## src/rtl/mem_arbiter.sv

```systemverilog
// N-channel arbiter sharing one single-port RAM: fixed or round-robin selection,
// registered RAM-side outputs and in-order tagged read-data return.
module mem_arbiter #(
  parameter int NUM_CH      = 4,
  parameter int ADDR_W      = 18,
  parameter int DATA_W      = 8,
  parameter int ROUND_ROBIN = 0,
  parameter int RD_LATENCY  = 1
) (
  input  logic                       clk,
  input  logic                       reset_n,
  input  logic                       ena,
  input  logic [NUM_CH-1:0]          req,
  input  logic [NUM_CH-1:0]          we,
  input  logic [NUM_CH*ADDR_W-1:0]   addr,
  input  logic [NUM_CH*DATA_W-1:0]   wdata,
  output logic [NUM_CH-1:0]          gnt,
  output logic [NUM_CH-1:0]          rvalid,
  output logic [DATA_W-1:0]          rdata,
  output logic                       busy,
  output logic [ADDR_W-1:0]          mem_addr,
  output logic [DATA_W-1:0]          mem_wdata,
  output logic                       mem_en,
  output logic                       mem_we,
  input  logic [DATA_W-1:0]          mem_rdata
);

  localparam int CH_W      = (NUM_CH > 1) ? $clog2(NUM_CH) : 1;
  localparam int TAG_DEPTH = RD_LATENCY + 1;

  logic [CH_W-1:0]      rr_ptr;
  logic [CH_W-1:0]      win_id;
  logic [CH_W-1:0]      cand;
  logic                 win_found;
  logic                 win_is_read;
  logic [TAG_DEPTH-1:0] tag_vld;
  logic [CH_W-1:0]      tag_id [TAG_DEPTH];

  function automatic int wrap_idx(input int base, input int offset);
    int s;
    s = base + offset;
    if (s >= NUM_CH) s = s - NUM_CH;
    return s;
  endfunction

  // Search order starts at rr_ptr in round-robin mode, at channel 0 otherwise;
  // the first requesting channel in that order wins.
  always_comb begin
    win_found = 1'b0;
    win_id    = '0;
    cand      = '0;
    if (reset_n && ena) begin
      for (int k = 0; k < NUM_CH; k++) begin
        if (ROUND_ROBIN != 0) cand = CH_W'(wrap_idx(int'(rr_ptr), k));
        else                  cand = CH_W'(k);
        if (!win_found && req[cand]) begin
          win_found = 1'b1;
          win_id    = cand;
        end
      end
    end
  end

  always_comb begin
    gnt = '0;
    if (win_found) gnt[win_id] = 1'b1;
  end

  assign win_is_read = win_found & ~we[win_id];

  always_ff @(posedge clk or negedge reset_n) begin
    if (!reset_n) begin
      rr_ptr <= '0;
    end else if (win_found) begin
      rr_ptr <= (int'(win_id) == NUM_CH - 1) ? '0 : win_id + 1'b1;
    end
  end

  // Address and write data hold when idle so the RAM pins do not toggle needlessly.
  always_ff @(posedge clk or negedge reset_n) begin
    if (!reset_n) begin
      mem_en    <= 1'b0;
      mem_we    <= 1'b0;
      mem_addr  <= '0;
      mem_wdata <= '0;
    end else if (win_found) begin
      mem_en    <= 1'b1;
      mem_we    <= we[win_id];
      mem_addr  <= addr[int'(win_id)*ADDR_W +: ADDR_W];
      mem_wdata <= wdata[int'(win_id)*DATA_W +: DATA_W];
    end else begin
      mem_en    <= 1'b0;
      mem_we    <= 1'b0;
    end
  end

  // Stage 0 lines up with mem_en; the last stage lines up with valid mem_rdata.
  always_ff @(posedge clk or negedge reset_n) begin
    if (!reset_n) begin
      tag_vld <= '0;
      for (int i = 0; i < TAG_DEPTH; i++) tag_id[i] <= '0;
    end else begin
      tag_vld[0] <= win_is_read;
      tag_id[0]  <= win_id;
      for (int i = 1; i < TAG_DEPTH; i++) begin
        tag_vld[i] <= tag_vld[i-1];
        tag_id[i]  <= tag_id[i-1];
      end
    end
  end

  always_ff @(posedge clk or negedge reset_n) begin
    if (!reset_n) begin
      rvalid <= '0;
      rdata  <= '0;
    end else begin
      rvalid <= '0;
      if (tag_vld[TAG_DEPTH-1]) begin
        rvalid[tag_id[TAG_DEPTH-1]] <= 1'b1;
        rdata                       <= mem_rdata;
      end
    end
  end

  assign busy = mem_en | (|tag_vld);

endmodule

```

## config.mk

```make
export PLATFORM = sky130hd
export DESIGN_NAME = mem_arbiter
export DESIGN_NICKNAME = d
export VERILOG_FILES = /design/src/rtl/mem_arbiter.sv
export SDC_FILE = /design/constraint.sdc
export NUM_CORES = 1
export LEC_CHECK = 0
export CAP_MARGIN = 25
export CORE_MARGIN = 1
export CORE_UTILIZATION = 39
export DETAILED_ROUTE_END_ITERATION = 16
export PLACE_DENSITY = 0.94
export SLEW_MARGIN = 20
export SYNTH_ARGS = -nofsm -noshare
export SYNTH_HDL_FRONTEND = slang
export SYNTH_SLANG_ARGS = --single-unit
```

## constraint.sdc

```tcl
create_clock -name clk -period 1.8 [get_ports clk]
set_input_delay 0.27 -clock clk [delete_from_list [all_inputs] [get_ports clk]]
set_output_delay 0.27 -clock clk [all_outputs]
set_load 0.01 [all_outputs]
```

After elaboration in Yosys (flattened, before gate mapping)
Index checks and enable logic that the tools add are counted.

storage, ports and cells
  output and inout port bits = 45
  bits in registers = 46
  input bits = 123
  word-level logic and storage cells = 68

cells by class
  multiply operators = 1
  magnitude comparators = 8
  reduce and logical (&&, ||, !) cells = 10
  bitwise logic cells = 3
  shifts and indexed selects = 2
  multiplexer cells = 35

operators by type and width
  cell                                                 number
  variable part select 72 x 8 -> 18 bit                1
  variable part select 32 x 6 -> 8 bit                 1
  < comparator 2 x 3 -> 1 bit, second input constant   6
  2-to-1 mux 2 bit                                     9
  2-to-1 mux 1 bit                                     17
  binary-select mux 1 bit (select 2 bit)               5
  2-to-1 mux 4 bit                                     2
  logical AND 1 bit                                    6
  multiplier 2 x 4 -> 6 bit, second input constant     1
  demux 1 bit (select 2 bit)                           2
  >= comparator 2 x 1 -> 1 bit, second input constant  2
  zero test 1 bit                                      3
  OR reduction 2 bit                                   1
  AND 1 bit                                            1
  NOT 1 bit                                            1
  OR 1 bit                                             1

Depth between registers and ports, before layout
  depth after elaboration = 23
  depth in mapped cells = 6
  depth with buffers taken out = 4

Worst setup path after synthesis
OpenSTA, ideal clock, no wires.

  kind = input-to-output
  start point = input port req[0]
  end point = output port gnt[2]
  path slack = 0.328 ns
  path buffers = 2
  arrival time = 1.202 ns
  required time = 1.530 ns
  cell stages on the path = 4
  cell sequence = and4bb_2 > buf_2 > clkbuf_1 > and2_1

on the way
  longest elaborated chain between the ends = 21

ends and longest elaborated chain
  element                                                                                            RTL line  RTL
  start, declared                                                                                    13        input logic [NUM_CH-1:0] req,
  binary-select mux 1 bit (select 2 bit)                                                             56        if (!win_found && req[cand]) begin
  2-to-1 mux 1 bit (implied by the code)                                                             56
  2-to-1 mux 1 bit                                                                                   56
  2-to-1 mux 1 bit                                                                                   52        if (reset_n && ena) begin
  zero test 1 bit                                                                                    56
  logical AND 1 bit                                                                                  56
  2-to-1 mux 1 bit                                                                                   56
  2-to-1 mux 1 bit                                                                                   52
  (+5 left out)                                                                                      -
  logical AND 1 bit                                                                                  56
  2-to-1 mux 2 bit                                                                                   56
  2-to-1 mux 2 bit                                                                                   52
  < comparator 2 x 3 -> 1 bit (implied by the code) or >= comparator 2 x 1 -> 1 bit (tied branches)  66        if (win_found) gnt[win_id] = 1'b1;
  logical AND 1 bit (implied by the code)                                                            66
  2-to-1 mux 1 bit (implied by the code)                                                             66
  demux 1 bit (select 2 bit)                                                                         66
  2-to-1 mux 4 bit (*)                                                                               66
  end, declared                                                                                      17        output logic [NUM_CH-1:0] gnt,

Mark *: on every way between the ends. The rest lies on a longest branch, timed or not. The select of a mux whose other input is x is not followed.

Worst setup path in the final report
  start point = input port ena
  end point = output port gnt[3]

on the way
  longest elaborated chain between the ends = 7

ends and longest elaborated chain
  element                                                                                            RTL line  RTL
  start, declared                                                                                    12        input logic ena,
  logical AND 1 bit (*)                                                                              52
  2-to-1 mux 2 bit                                                                                   52
  < comparator 2 x 3 -> 1 bit (implied by the code) or >= comparator 2 x 1 -> 1 bit (tied branches)  66
  logical AND 1 bit (implied by the code)                                                            66
  2-to-1 mux 1 bit (implied by the code)                                                             66
  demux 1 bit (select 2 bit)                                                                         66
  2-to-1 mux 4 bit (*)                                                                               66

Mark *: on every way between the ends. The rest lies on a longest branch, timed or not.

==> reports/metrics.yaml <==
die:
  core_sq_um: 6310
  io_pins: 168
  rows: 29
  die_height_um: 82.7
  die_area_sq_um: 6850
  initial_core_util: 0.403
  die_w_um: 82.7
status:
  status: "finished clean"
global_route:
  antenna_found_initial: 0
  grt_pass1_wl_mm: 14.4
  grt_usage: 0.284
  grt_pass1_vias: 2920
  grt_max_degree: 44
  overflow: 0
final_layout:
  area_growth_pct: 76.9
  fin_area_sq_um: 4500
  final_nets: 532
  fin_cells: 487
  multi_input_area_sq_um: 1270
  final_cell_mix: "clkdlybuf4s50_1, dfrtp_1, nand3_1, a32oi_1, o21ai_0"
  seq_area_sq_um: 1150
  diodes: 0
  layout_commonest_cell: "clkdlybuf4s50_1"
  utilization: 0.712
  drive_above_1_share: 0.163
  nFillCells: 478
synth:
  synth_fa_ha_area_frac: 0
  synth_top_family_by_area: "compound AO/OA/AOI/OAI gates"
  synthXorXnorAreaFrac: 0
  syn_area_sq_um: 2540
  synthMuxAreaShare: 0.0354
  synth-simple-area-share: 0.109
  synth_area_per_cell_sq_um: 10.7
  synth_compound_area_frac: 0.348
  syn_inst: 238
  synth_edf_count: 0
  synthArstFlopShare: 1.00
  ys_seq_area_frac: 0.453
  synth_cell_type_count: 31
  ys_ff_latch: 46
  yosys_most_used_dff: "dfrtp_1"
  synth_warnings: 0
  syn_nets: 361
clock_tree:
  cts_max_level: 2
  root_buffer: "clkbuf_8"
  clock_path_buffers: 2
  numCtsBuffers: 5
  cts_sinks: 46
  clk_pin_slew_ps: 90
  cts_tree: "yes"
  worstSkewPairLatency_ps: 290
pwr:
  leakagePower_nw: 1.66
  powerDensity_nw_per_um2: 653
  ir_worst_vdd_uv: 376
timing:
  fin_crit_ps: 1700
  post-route-period-util: 0.942
  slew_headroom: 0.627
  fmax_ghz: 0.590
  tightest_slew_ps: 560
  whs_ps: 125
  hold_viol: 0
  rsz0062_at_grt: "false"
  fin_skew_ps: 3.06
  slew_viol_final: 0
  postLayoutSetupSlackWorst_ps: 105
  setup_viol: 0
routing:
  drt_pass1_iterations: 4
  drtAntennaViolNets: 0
  wl_per_cell_um: 19.9
  num_vias: 2905
  via_per_inst: 5.97
  drtIter0Drc: 157
  drcViolationCount: 0
  routed_wl_mm: 9.71
worst_setup_path:
  cp.arrival_ps: 1430
  rrSetupSlack_ps: 770
  required_ps: 1530
  start_kind: "input pin"
  crit_fanout: 4
  critPathCaptureType: "primary output"
  critical_path_class: "in -> out"
place:
  dp_hpwl_mm: 6.83
  portBuffers: 167
  dp_slack_ps: -271
  place_area_sq_um: 4390
  gp_congestion: 0.753
  dp.cells: 478
min_path:
  hold_path.class: "in -> async"
job:
  cap_violations: 0
==> sequential cells by signal, summed over array words and instances, names as in the netlist <==
name / flops
tag_id: 4
rvalid: 4
rdata: 8
mem_wdata: 8
mem_addr: 18
mem_we: 1
mem_en: 1
tag_vld: 2
==> through the flow <==
step	setup TNS, ps	power (mW)
4_1_cts	0	2.95
6_report	0	2.94
3_3_place_gp	-5350	2.25
3_5_place_dp	-6900	2.28
2_1_floorplan	0	1.60
5_1_grt	0	3.08
==> logic make-up after synthesis <==
family	after synthesis
AO/OA/AOI/OAI	108
buffers and inverters	29
multiplexers	8
AND/OR/NAND/NOR	47
flip-flops	46
==> path summary, 6_finish.rpt <==
check | startpoint | to | depth (start not counted)
worst max-delay path | ena | gnt[3] | 4
min in group clk | tag_id[3] | tag_id[1] | 0
worst max register to register | tag_vld[1] | rdata[7] | 2
max in group asynchronous | reset_n | mem_wdata[7] | 3
worst min register to register | tag_id[3] | tag_id[1] | 0
worst min-delay path | reset_n | mem_addr[1] | 2
==> cell usage after synthesis (all sizes together), types with 2 or more instances <==
library cell | number | area, sq um
and3 | 2 | 12.5
and2 | 3 | 18.8
a21oi | 26 | 130
dfrtp | 46 | 1150
o21ai | 27 | 135
a41oi | 26 | 370
nand2 | 2 | 15.0
a32oi | 27 | 236
mux2 | 8 | 90.1
nor2 | 3 | 11.3
clkbuf | 16 | 60.1
nand3 | 27 | 135
buf | 12 | 71.3
==> power by group <==
group / internal, mW / switching [mW] / leakage (nW)
Clock: 0.281 / 0.385 / 0.0447
Combinational: 0.624 / 0.397 / 1.07
Sequential: 1.17 / 0.0809 / 0.546
==> critical path: stages <==
cell and delay (ps):
clkdlybuf4s50_1 480, and4bb_2 280, and2_1 130, dlygate4sd2_1 260
==> layout make-up <==
| cell class | count | area share |
|---|---|---|
| Clock buffer | 5 | 0.0153 |
| Clock inverter | 3 | 0.00556 |
| Inverter | 1 | 0.00139 |
| Multi-Input combinational cell | 163 | 0.282 |
| Sequential cell | 46 | 0.256 |
| Tap cell | 77 | 0.0214 |
| Timing Repair Buffer | 192 | 0.418 |
==> layer usage <==
layer | up-vias | share of wire | GRT usage
li1 | 1298 | - | -
met1 | 1433 | 0.39 | 0.350
met2 | 162 | 0.53 | 0.502
met3 | 12 | 0.071 | 0.0484
met4 | 0 | 0.012 | 0.0862
met5 | - | 0 | 0
==> repair_timing <==
item	in CTS	in global routing
endpoints found under the hold margin	3	0
resized for setup	5	4
buffers inserted	0	0
setup endpoints to repair	5	9
hold buffers	1	0
pin swaps	1	1
Note: power is estimated with default switching activity, not from simulation.
